==> src/rtl/mby_msh_pkg.sv <==
// ============================================================================
// Module   : mby_msh_pkg
// Brief    : Shared widths, bus types and defaults for the mesh row read path.
// Revision : 1.0
// ============================================================================
`default_nettype none

package mby_msh_pkg;

   localparam int MSH_ADDR_W           = 16;
   localparam int MSH_ID_W             = 8;
   localparam int MSH_DBUS_W           = 64;
   localparam int MSH_CRDT_W           = 2;
   localparam int MSH_ROW_RD_REQ_DEPTH = 8;
   localparam int MSH_ROW_RD_RSP_CRDTS = 4;

   typedef logic [MSH_DBUS_W-1:0] msh_dbus_t;
   typedef logic [MSH_CRDT_W-1:0] msh_row_crdts_t;

   typedef struct packed {
      logic                  vld;
      logic [MSH_ADDR_W-1:0] addr;
      logic [MSH_ID_W-1:0]   id;
   } msh_row_rd_req_t;

   typedef struct packed {
      logic                vld;
      logic [MSH_ID_W-1:0] id;
   } msh_row_rd_rsp_t;

   typedef enum logic [0:0] {
      INIT = 1'b0,
      RUN  = 1'b1
   } msh_row_rd_rsp_fsm_t;

endpackage

`default_nettype wire

==> src/rtl/mby_msh_row_rd_req_fifo.sv <==
// ============================================================================
// Module   : mby_msh_row_rd_req_fifo
// Brief    : Flop-based synchronous FIFO with full/empty flags; the caller
//            guarantees no write when full unless a read happens the same cycle.
// Revision : 1.0
// ============================================================================
`default_nettype none

module mby_msh_row_rd_req_fifo #(
   parameter int DEPTH = 8,
   parameter int WIDTH = 24
) (
   input  logic             cclk,
   input  logic             rst_n,
   input  logic             i_wr_en,
   input  logic [WIDTH-1:0] i_wr_data,
   input  logic             i_rd_en,
   output logic [WIDTH-1:0] o_rd_data,
   output logic             o_full,
   output logic             o_empty
);

   localparam int              c_AW   = (DEPTH > 1) ? $clog2(DEPTH) : 1;
   localparam logic [c_AW-1:0] c_LAST = c_AW'(DEPTH - 1);

   logic [c_AW:0]     r_wr_ptr;
   logic [c_AW:0]     r_rd_ptr;
   logic [WIDTH-1:0]  r_mem [DEPTH];

   // Index wraps at DEPTH (not a power of two in general); MSB toggles per lap.
   function automatic logic [c_AW:0] f_ptr_inc(input logic [c_AW:0] ptr);
      if (ptr[c_AW-1:0] == c_LAST) begin
         return {~ptr[c_AW], {c_AW{1'b0}}};
      end
      return ptr + {{c_AW{1'b0}}, 1'b1};
   endfunction

   assign o_empty   = (r_wr_ptr == r_rd_ptr);
   assign o_full    = (r_wr_ptr[c_AW] != r_rd_ptr[c_AW]) &&
                      (r_wr_ptr[c_AW-1:0] == r_rd_ptr[c_AW-1:0]);
   assign o_rd_data = r_mem[r_rd_ptr[c_AW-1:0]];

   always_ff @(posedge cclk or negedge rst_n) begin
      if (!rst_n) begin
         r_wr_ptr <= '0;
         r_rd_ptr <= '0;
      end else begin
         if (i_wr_en) r_wr_ptr <= f_ptr_inc(r_wr_ptr);
         if (i_rd_en) r_rd_ptr <= f_ptr_inc(r_rd_ptr);
      end
   end

   always_ff @(posedge cclk) begin
      if (i_wr_en) r_mem[r_wr_ptr[c_AW-1:0]] <= i_wr_data;
   end

endmodule

`default_nettype wire

==> src/rtl/mby_msh_row_rd_rsp_ctrl.sv <==
// ============================================================================
// Module   : mby_msh_row_rd_rsp_ctrl
// Brief    : Responder for one mesh row read plane: credited request FIFO,
//            fixed-latency storage issue, credited response return.
//            Optional MBY_MSH_ROW_RD_RSP_ERR_CHK_EN builds sticky o_err and SVA.
// Revision : 1.0
// ============================================================================
`default_nettype none

module mby_msh_row_rd_rsp_ctrl
   import mby_msh_pkg::*;
#(
   parameter int REQ_DEPTH = MSH_ROW_RD_REQ_DEPTH,
   parameter int RSP_CRDTS = MSH_ROW_RD_RSP_CRDTS,
   parameter int MEM_LAT   = 3
) (
   input  logic                  cclk,
   input  logic                  rst_n,
   input  msh_row_rd_req_t       i_rd_req,
   output msh_row_crdts_t        o_crdt_rtns_for_rd_reqs,
   output msh_row_rd_rsp_t       o_rd_rsp,
   output msh_dbus_t             o_rd_dbus,
   input  logic                  i_crdt_rtn_for_rd_rsp,
   output logic                  o_mem_rd_en,
   output logic [MSH_ADDR_W-1:0] o_mem_rd_addr,
   input  msh_dbus_t             i_mem_rd_data,
   output logic [1:0]            o_err
);

   localparam int                   c_PEND_W    = $clog2(REQ_DEPTH + 1);
   localparam int                   c_RSP_W     = $clog2(RSP_CRDTS + 1);
   localparam int                   c_FIFO_W    = MSH_ADDR_W + MSH_ID_W;
   localparam logic [c_PEND_W-1:0]  c_PEND_ONE  = c_PEND_W'(1);
   localparam logic [c_PEND_W-1:0]  c_INIT_LAST = c_PEND_W'(REQ_DEPTH - 1);
   localparam logic [c_RSP_W-1:0]   c_RSP_ONE   = c_RSP_W'(1);
   localparam logic [c_RSP_W-1:0]   c_RSP_MAX   = c_RSP_W'(RSP_CRDTS);

   msh_row_rd_rsp_fsm_t    r_state;
   msh_row_rd_rsp_fsm_t    w_state_nxt;
   logic                   w_init_adv;
   logic [c_PEND_W-1:0]    r_init_cnt;
   logic [c_PEND_W-1:0]    r_crdt_pend;
   logic [c_PEND_W-1:0]    w_pend_sum;
   logic                   r_crdt_rtn;
   logic [c_RSP_W-1:0]     r_rsp_crdt;
   logic [c_RSP_W-1:0]     w_rsp_crdt_nxt;
   logic                   w_full;
   logic                   w_empty;
   logic                   w_deq;
   logic                   w_enq;
   logic [c_FIFO_W-1:0]    w_head;
   logic [MSH_ADDR_W-1:0]  w_head_addr;
   logic [MSH_ID_W-1:0]    w_head_id;
   logic                   r_pipe_vld [MEM_LAT];
   logic [MSH_ID_W-1:0]    r_pipe_id  [MEM_LAT];

   assign w_head_addr = w_head[c_FIFO_W-1 -: MSH_ADDR_W];
   assign w_head_id   = w_head[MSH_ID_W-1:0];
   assign w_deq       = !w_empty && (r_rsp_crdt != '0);
   // A full FIFO still accepts when the head leaves in the same cycle.
   assign w_enq       = i_rd_req.vld && (!w_full || w_deq);

   mby_msh_row_rd_req_fifo #(
      .DEPTH (REQ_DEPTH),
      .WIDTH (c_FIFO_W)
   ) u_req_fifo (
      .cclk      (cclk),
      .rst_n     (rst_n),
      .i_wr_en   (w_enq),
      .i_wr_data ({i_rd_req.addr, i_rd_req.id}),
      .i_rd_en   (w_deq),
      .o_rd_data (w_head),
      .o_full    (w_full),
      .o_empty   (w_empty)
   );

   always_ff @(posedge cclk or negedge rst_n) begin
      if (!rst_n) r_state <= INIT;
      else        r_state <= w_state_nxt;
   end

   always_comb begin
      w_state_nxt = r_state;
      if ((r_state == INIT) && (r_init_cnt == c_INIT_LAST)) w_state_nxt = RUN;
   end

   always_comb begin
      w_init_adv = (r_state == INIT);
   end

   assign w_pend_sum = r_crdt_pend + {{(c_PEND_W-1){1'b0}}, w_deq};

   // INIT advertises the full depth; dequeue credits wait in r_crdt_pend.
   always_ff @(posedge cclk or negedge rst_n) begin
      if (!rst_n) begin
         r_init_cnt  <= '0;
         r_crdt_pend <= '0;
         r_crdt_rtn  <= 1'b0;
      end else if (w_init_adv) begin
         r_init_cnt  <= r_init_cnt + c_PEND_ONE;
         r_crdt_pend <= w_pend_sum;
         r_crdt_rtn  <= 1'b1;
      end else if (w_pend_sum != '0) begin
         r_crdt_pend <= w_pend_sum - c_PEND_ONE;
         r_crdt_rtn  <= 1'b1;
      end else begin
         r_crdt_rtn  <= 1'b0;
      end
   end

   always_comb begin
      w_rsp_crdt_nxt = r_rsp_crdt;
      if (w_deq && !i_crdt_rtn_for_rd_rsp) begin
         w_rsp_crdt_nxt = r_rsp_crdt - c_RSP_ONE;
      end else if (!w_deq && i_crdt_rtn_for_rd_rsp && (r_rsp_crdt != c_RSP_MAX)) begin
         w_rsp_crdt_nxt = r_rsp_crdt + c_RSP_ONE;
      end
   end

   always_ff @(posedge cclk or negedge rst_n) begin
      if (!rst_n) r_rsp_crdt <= c_RSP_MAX;
      else        r_rsp_crdt <= w_rsp_crdt_nxt;
   end

   always_ff @(posedge cclk or negedge rst_n) begin
      if (!rst_n) begin
         for (int i = 0; i < MEM_LAT; i++) begin
            r_pipe_vld[i] <= 1'b0;
            r_pipe_id[i]  <= '0;
         end
      end else begin
         r_pipe_vld[0] <= w_deq;
         r_pipe_id[0]  <= w_head_id;
         for (int i = 1; i < MEM_LAT; i++) begin
            r_pipe_vld[i] <= r_pipe_vld[i-1];
            r_pipe_id[i]  <= r_pipe_id[i-1];
         end
      end
   end

   assign o_crdt_rtns_for_rd_reqs = {{(MSH_CRDT_W-1){1'b0}}, r_crdt_rtn};
   assign o_mem_rd_en             = w_deq;
   assign o_mem_rd_addr           = w_deq ? w_head_addr : '0;

   always_comb begin
      o_rd_rsp.vld = r_pipe_vld[MEM_LAT-1];
      o_rd_rsp.id  = r_pipe_vld[MEM_LAT-1] ? r_pipe_id[MEM_LAT-1] : '0;
      o_rd_dbus    = r_pipe_vld[MEM_LAT-1] ? i_mem_rd_data : '0;
   end

`ifdef MBY_MSH_ROW_RD_RSP_ERR_CHK_EN
   logic       w_req_ovf;
   logic       w_rsp_ovf;
   logic [1:0] r_err;

   assign w_req_ovf = i_rd_req.vld && w_full && !w_deq;
   assign w_rsp_ovf = i_crdt_rtn_for_rd_rsp && !w_deq && (r_rsp_crdt == c_RSP_MAX);

   always_ff @(posedge cclk or negedge rst_n) begin
      if (!rst_n) r_err <= 2'b00;
      else        r_err <= r_err | {w_rsp_ovf, w_req_ovf};
   end

   assign o_err = r_err;

   a_no_req_when_full: assert property (@(posedge cclk) disable iff (!rst_n) !w_req_ovf)
      else $warning("read request arrived with request FIFO full");
   a_no_rsp_crdt_ovf: assert property (@(posedge cclk) disable iff (!rst_n) !w_rsp_ovf)
      else $warning("response credit returned beyond RSP_CRDTS");
`else
   assign o_err = 2'b00;
`endif

endmodule

`default_nettype wire

==> config.mk <==
export PLATFORM = sky130hd
export DESIGN_NAME = mby_msh_row_rd_rsp_ctrl
export DESIGN_NICKNAME = d
export VERILOG_FILES = /design/src/rtl/mby_msh_pkg.sv /design/src/rtl/mby_msh_row_rd_req_fifo.sv /design/src/rtl/mby_msh_row_rd_rsp_ctrl.sv
export SDC_FILE = /design/constraint.sdc
export NUM_CORES = 1
export LEC_CHECK = 0
export ABC_AREA = 1
export CAP_MARGIN = 0
export CORE_MARGIN = 10
export CORE_UTILIZATION = 56
export CTS_BUF_LIST = sky130_fd_sc_hd__clkbuf_16
export DETAILED_ROUTE_END_ITERATION = 12
export PLACE_DENSITY = 0.92
export REMOVE_ABC_BUFFERS = 1
export SLEW_MARGIN = 20
export SYNTH_ARGS = -nofsm -noshare
export SYNTH_HDL_FRONTEND = slang
export SYNTH_SLANG_ARGS = --single-unit
==> constraint.sdc <==
create_clock -name cclk -period 7.2 [get_ports cclk]
set_clock_uncertainty 0.2 [all_clocks]
set_input_delay 2.16 -clock cclk [delete_from_list [all_inputs] [get_ports cclk]]
set_output_delay 2.16 -clock cclk [all_outputs]
set_load 0.01 [all_outputs]
Yosys cells after proc, flatten, opt, wreduce, memory -nomap -nowiden
Memories as Yosys holds them, arrays and structs flattened.
Index checks and enable logic that the tools add are counted.
W data, S select, Z words.
{"block": "classes", "eq_ne": 8, "muxes": 19, "n_bitwise": 3, "n_reduce_logical": 15, "add_sub_neg": 7}
{"cell": "$mux W64", "n": 1}
{"cell": "$mux W4", "n": 6}
{"cell": "$mux W16", "n": 1}
{"cell": "$add A4 B1 Y4 const B", "n": 3}
{"cell": "$mux W1", "n": 8}
{"cell": "$mux W8", "n": 1}
{"cell": "$logic_and A1 B1 Y1", "n": 7}
{"cell": "$eq A3 B3 Y1 const B", "n": 2}
{"cell": "$mux W3", "n": 2}
{"cell": "$add A4 B1 Y4", "n": 1}
{"cell": "$eq A4 B3 Y1 const B", "n": 1}
{"cell": "$eq A4 B4 Y1", "n": 1}
{"cell": "$logic_not A1 Y1", "n": 4}
{"cell": "$reduce_bool A4 Y1", "n": 1}
{"cell": "$sub A4 B1 Y4 const B", "n": 1}
{"cell": "$add A3 B1 Y3 const B", "n": 1}
{"cell": "$eq A3 B3 Y1", "n": 1}
{"cell": "$ne A3 B3 Y1 const B", "n": 1}
{"cell": "$not A1 Y1", "n": 3}
{"cell": "$reduce_bool A3 Y1", "n": 1}
{"cell": "$sub A3 B1 Y3 const B", "n": 1}
{"cell": "$ne A2 B1 Y1 const B", "n": 1}
{"cell": "$reduce_bool A2 Y1", "n": 1}
{"cell": "$logic_or A1 B1 Y1", "n": 1}
{"cell": "$ne A1 B1 Y1", "n": 1}
{"block": "totals", "ramBits": 192, "word_cells": 66, "regBits": 48, "mem_count": 1, "in_bits": 92}
{"name": "u_req_fifo.r_mem", "depth": 8, "word_bits": 24, "rd": 1, "rd_clocked_by_memory_dff": 0, "write_ports": 1, "line_no": "mby_msh_row_rd_req_fifo.sv:28", "source": "logic [WIDTH-1:0] r_mem [DEPTH];"}

Longest topological paths before layout
{"block": "depth", "depth_word": 8, "mapped_depth": 16, "depth_no_buf": 15}

Cells and area by module
A second synthesis with hierarchy kept.
{"block": "unflattened", "hier_cells": 1212, "area_unflattened_um2": 11098.1}
{"module": "mby_msh_row_rd_req_fifo", "n_inst": 1, "cells_each": 898, "seq_area_each_um2": 5965.7, "area_per_inst_um2": 8849.7}
{"module": "mby_msh_row_rd_rsp_ctrl", "n_inst": 1, "cells_each": 314, "seq_area_each_um2": 1002.2, "area_per_inst_um2": 2248.4}

Worst setup path before layout
OpenSTA, ideal clock, no wires.
{"block": "synth_timing", "kind": "in2out", "from": "input i_mem_rd_data[0]", "to": "output o_rd_dbus[0]", "required_ns": 4.840, "path_stages": 2, "arrival_ns": 2.291, "slack_ns": 2.549, "n_path_buf": 0, "path_cell_list": "nand2_1 > inv_1"}
{"block": "synth_via", "elab_chain_len": 1}
{"element": "start: declaration", "line_no": "mby_msh_row_rd_rsp_ctrl.sv:26", "source": "input msh_dbus_t i_mem_rd_data,"}
{"element": "$mux W64", "line_no": "mby_msh_row_rd_rsp_ctrl.sv:148", "source": "o_rd_dbus = r_pipe_vld[MEM_LAT-1] ? i_mem_rd_data : '0;"}
{"element": "end: declaration", "line_no": "mby_msh_row_rd_rsp_ctrl.sv:22", "source": "output msh_dbus_t o_rd_dbus,"}
Every way passes these cells.

Worst setup path in the final report
{"block": "layout_timing", "from": "input i_mem_rd_data[6]", "to": "output o_rd_dbus[6]"}
Same word-level chain as after synthesis.

==> results.md <==
- Run status: finished, final reports clean
- PortBufs: around 180
- Synth Cell Area: between 9000 and 10000 µm²
- Rows: 48
- Final HPWL DP: between 15000 and 20000 µm
- Final Net Count: between 1000 and 1500
- Most common cell after layout, fill and taps aside: edfxtp_1
- Number of synthesized register bits: 240
- Initial Util: approximately 57%
- Root buf cell: clkbuf_16
- GRT Overall Usage: 21.1%
- Number of maximum-capacitance violations: 0
- Layout cell share with drive strength beyond 1: under 10%
- Top cells by area, synth: edfxtp_1 58%, dfrtp_1 12%, nand2_1 5.8%, o21ai_0 5.1%, nor2_1 4.4%
- Hold Vio Cnt, Final: 0
- Synth-to-layout area growth: 27.5%
- # setup viols final: 0
- Worst endpoint required time: 4840 ps
- Wire length per cell: approximately 20 µm
- GP Congestion: roughly 0.77
- First-pass GRT wire length: ~40000 µm
- Finished Layout Cells: around 1300
- Startpoint Class: primary input
- HP Class: flop to flop
- DRC viols: 0
- CTS Buffer Depth: 3
- Sequential share of the synthesized area: 70.0%
- Multi-input gate area: 2440 µm²
- Relative slew slack: between 30% and 40%
- Die Wd: 153 µm
- Top cell type by total area after synthesis: edfxtp_1
- Setup TNS after final layout: 0 ps
- Clock transition at the registers of the reported paths: 60 ps
- Worst vdd ir: about 330 µV
- Mapped Cells: a little under 900
- Vias in the first global route: around 7300
- Post-CTS Setup Repair Bufs: 0
- Setup ws final: around 1400 ps
- Largest net degree at the start of global routing: 100
- Die ar.: around 24000 µm²
- Number of buffers created by CTS: 25
- Initial antenna violation count: 0
- Synth Warn #: 0
- Io pins: approximately 190
- Vias per cell: ~5.6
- H-tree levels: 1
- Post-CTS Resized: 0
- Worst EP arrival: roughly 3400 ps
- Pwr dens: a little over 400 nW/µm²
- Crit. End Element: output pin
- Area share of the largest cell type after synthesis: between 50% and 60%
- Filler cells: ~1100
- Post-route cell area: ~13000 µm²
- RSZ-0062 raised after global routing: false
- Max-slew violation count: 0
- Place WS: between 1000 and 1500 ps
- Tcrit/Tclk final: around 80%
- Critical Path Fanout Max: 1
- Detailed Routing Iterations Pass 1: 5
- Clk_lat worst skew: 520 ps
- Distinct cells, synth: 32
- Routed vias: a little over 7000
- Min Hold Slack: 142 ps
- Fmax: roughly 170 MHz
- Critical path type: primary input to output pin
- Most frequent cells in the layout: 192 x edfxtp_1, 181 x clkdlybuf4s50_1, 154 x nand2_1
- Detailed Route WL: 25900 µm
- Storage cell area: between 6000 and 7000 µm²
- Clock Sinks: 240
- Chip Height: 153 µm
- Hold buffer count at CTS: 0
- Placed insts: about 1200
- TritonCTS clock tree: yes
- GRT overflow: 0
- Core area: ~17000 µm²
- Avg Inst Size Synth: between 10 and 15 µm²
- Final Critical Period: 5780 ps
- LEAKAGE: about 5.1 nW
- Post-DP Area: approximately 12000 µm²
- DRT iter0 DRCs: between 600 and 700
- Slew @ Worst Pin: roughly 1000 ps
- Antenna cells: 0
- Post-route ant nets: 0
==> synthesized netlist by cell type <==
master / n
nor3_1: 7
inv_2: 5
fa_1: 1
inv_4: 1
xnor2_1: 5
buf_6: 1
a21oi_1: 3
clkbuf_1: 39
edfxtp_1: 192
conb_1: 1
dfrtp_1: 47
buf_4: 7
nand2_4: 2
nand3_2: 1
nand2_1: 154
o221ai_1: 32
nor2_2: 1
inv_1: 91
nand2_2: 4
dfstp_2: 1
nor2_4: 1
nor2_1: 117
o22ai_1: 16
nand3_1: 12
buf_2: 5
nand2_8: 1
o211ai_1: 1
ha_1: 9
nand4_1: 1
o21ai_0: 101
xor2_1: 5
o21ai_1: 9
==> through the flow <==
stage / total power [mW] / utilization (%)
after detailed placement: 4.07 / 68.9
after global routing: 5.54 / 73.2
after floorplan: 3.09 / -
after global placement: 3.97 / 68.9
after CTS: 5.26 / 73.2
final: 5.23 / 73.2
==> area by class of cell <==
type / instances / area share (%)
clock buffer: 25 / 4.92
sequential: 240 / 54.9
tap: 225 / 2.22
multi-input combinational: 486 / 19.2
inverter: 97 / 2.89
clock inverter: 20 / 0.906
timing repair buffer: 193 / 15.0
==> registers in the layout, indices dropped and copies added (netlist names), 2 cells and up <==
name                 flops
r_pipe_vld               2
r_crdt_pend              4
r_rsp_crdt               3
u_req_fifo.r_rd_ptr      4
r_pipe_id               24
r_init_cnt               4
u_req_fifo.r_wr_ptr      4
u_req_fifo.r_mem       192
==> cells by family after synthesis <==
family	Yosys count	share of synthesized area, %
flip-flops	240	70.0
buffers and inverters	149	6.04
XOR/XNOR	10	0.879
adder cells (fa/ha/maj)	10	1.33
other	1	0.0376
AO/OA/AOI/OAI	162	9.57
AND/OR/NAND/NOR	301	12.2
==> per-layer routing <==
metal	routed length (µm)	global-route usage, %	part of all wire (%)	vias up
li1	-	-	-	3303
met1	9560	25.0	37	3390
met2	13300	37.7	51	471
met3	2520	4.63	9.8	58
met4	500	6.03	1.9	0
met5	0	0	0	-
==> worst paths after layout <==
| path | startpoint | endpoint | slack (ps) | depth (start not counted) |
|---|---|---|---|---|
| setup / recovery | i_mem_rd_data[6] | o_rd_dbus[6] | 1420 | 4 |
| hold / removal | r_pipe_vld[2] | r_pipe_vld[1] | 140 | 0 |
| setup reg to reg | u_req_fifo.r_rd_ptr[1] | r_crdt_pend[3] | 3350 | 16 |
| hold reg to reg | r_pipe_vld[2] | r_pipe_vld[1] | 140 | 0 |
| max in group asynchronous | rst_n | u_req_fifo.r_rd_ptr[0] | 4900 | 1 |
| min in group asynchronous | rst_n | r_pipe_id[2] | 1440 | 1 |
==> critical path, cell delays in order <==
cell,delay [ps]
clkdlybuf4s50_1,460
nand2_1,120
inv_1,130
clkdlybuf4s50_1,550
==> power by group <==
| group | total, mW | internal [mW] | switching, mW |
|---|---|---|---|
| Combinational | 2.16 | 0.853 | 1.31 |
| Clock | 1.17 | 0.663 | 0.506 |
| Sequential | 1.91 | 1.79 | 0.116 |
| Total | 5.23 | 3.30 | 1.93 |
(Power assumes the default switching activity.)
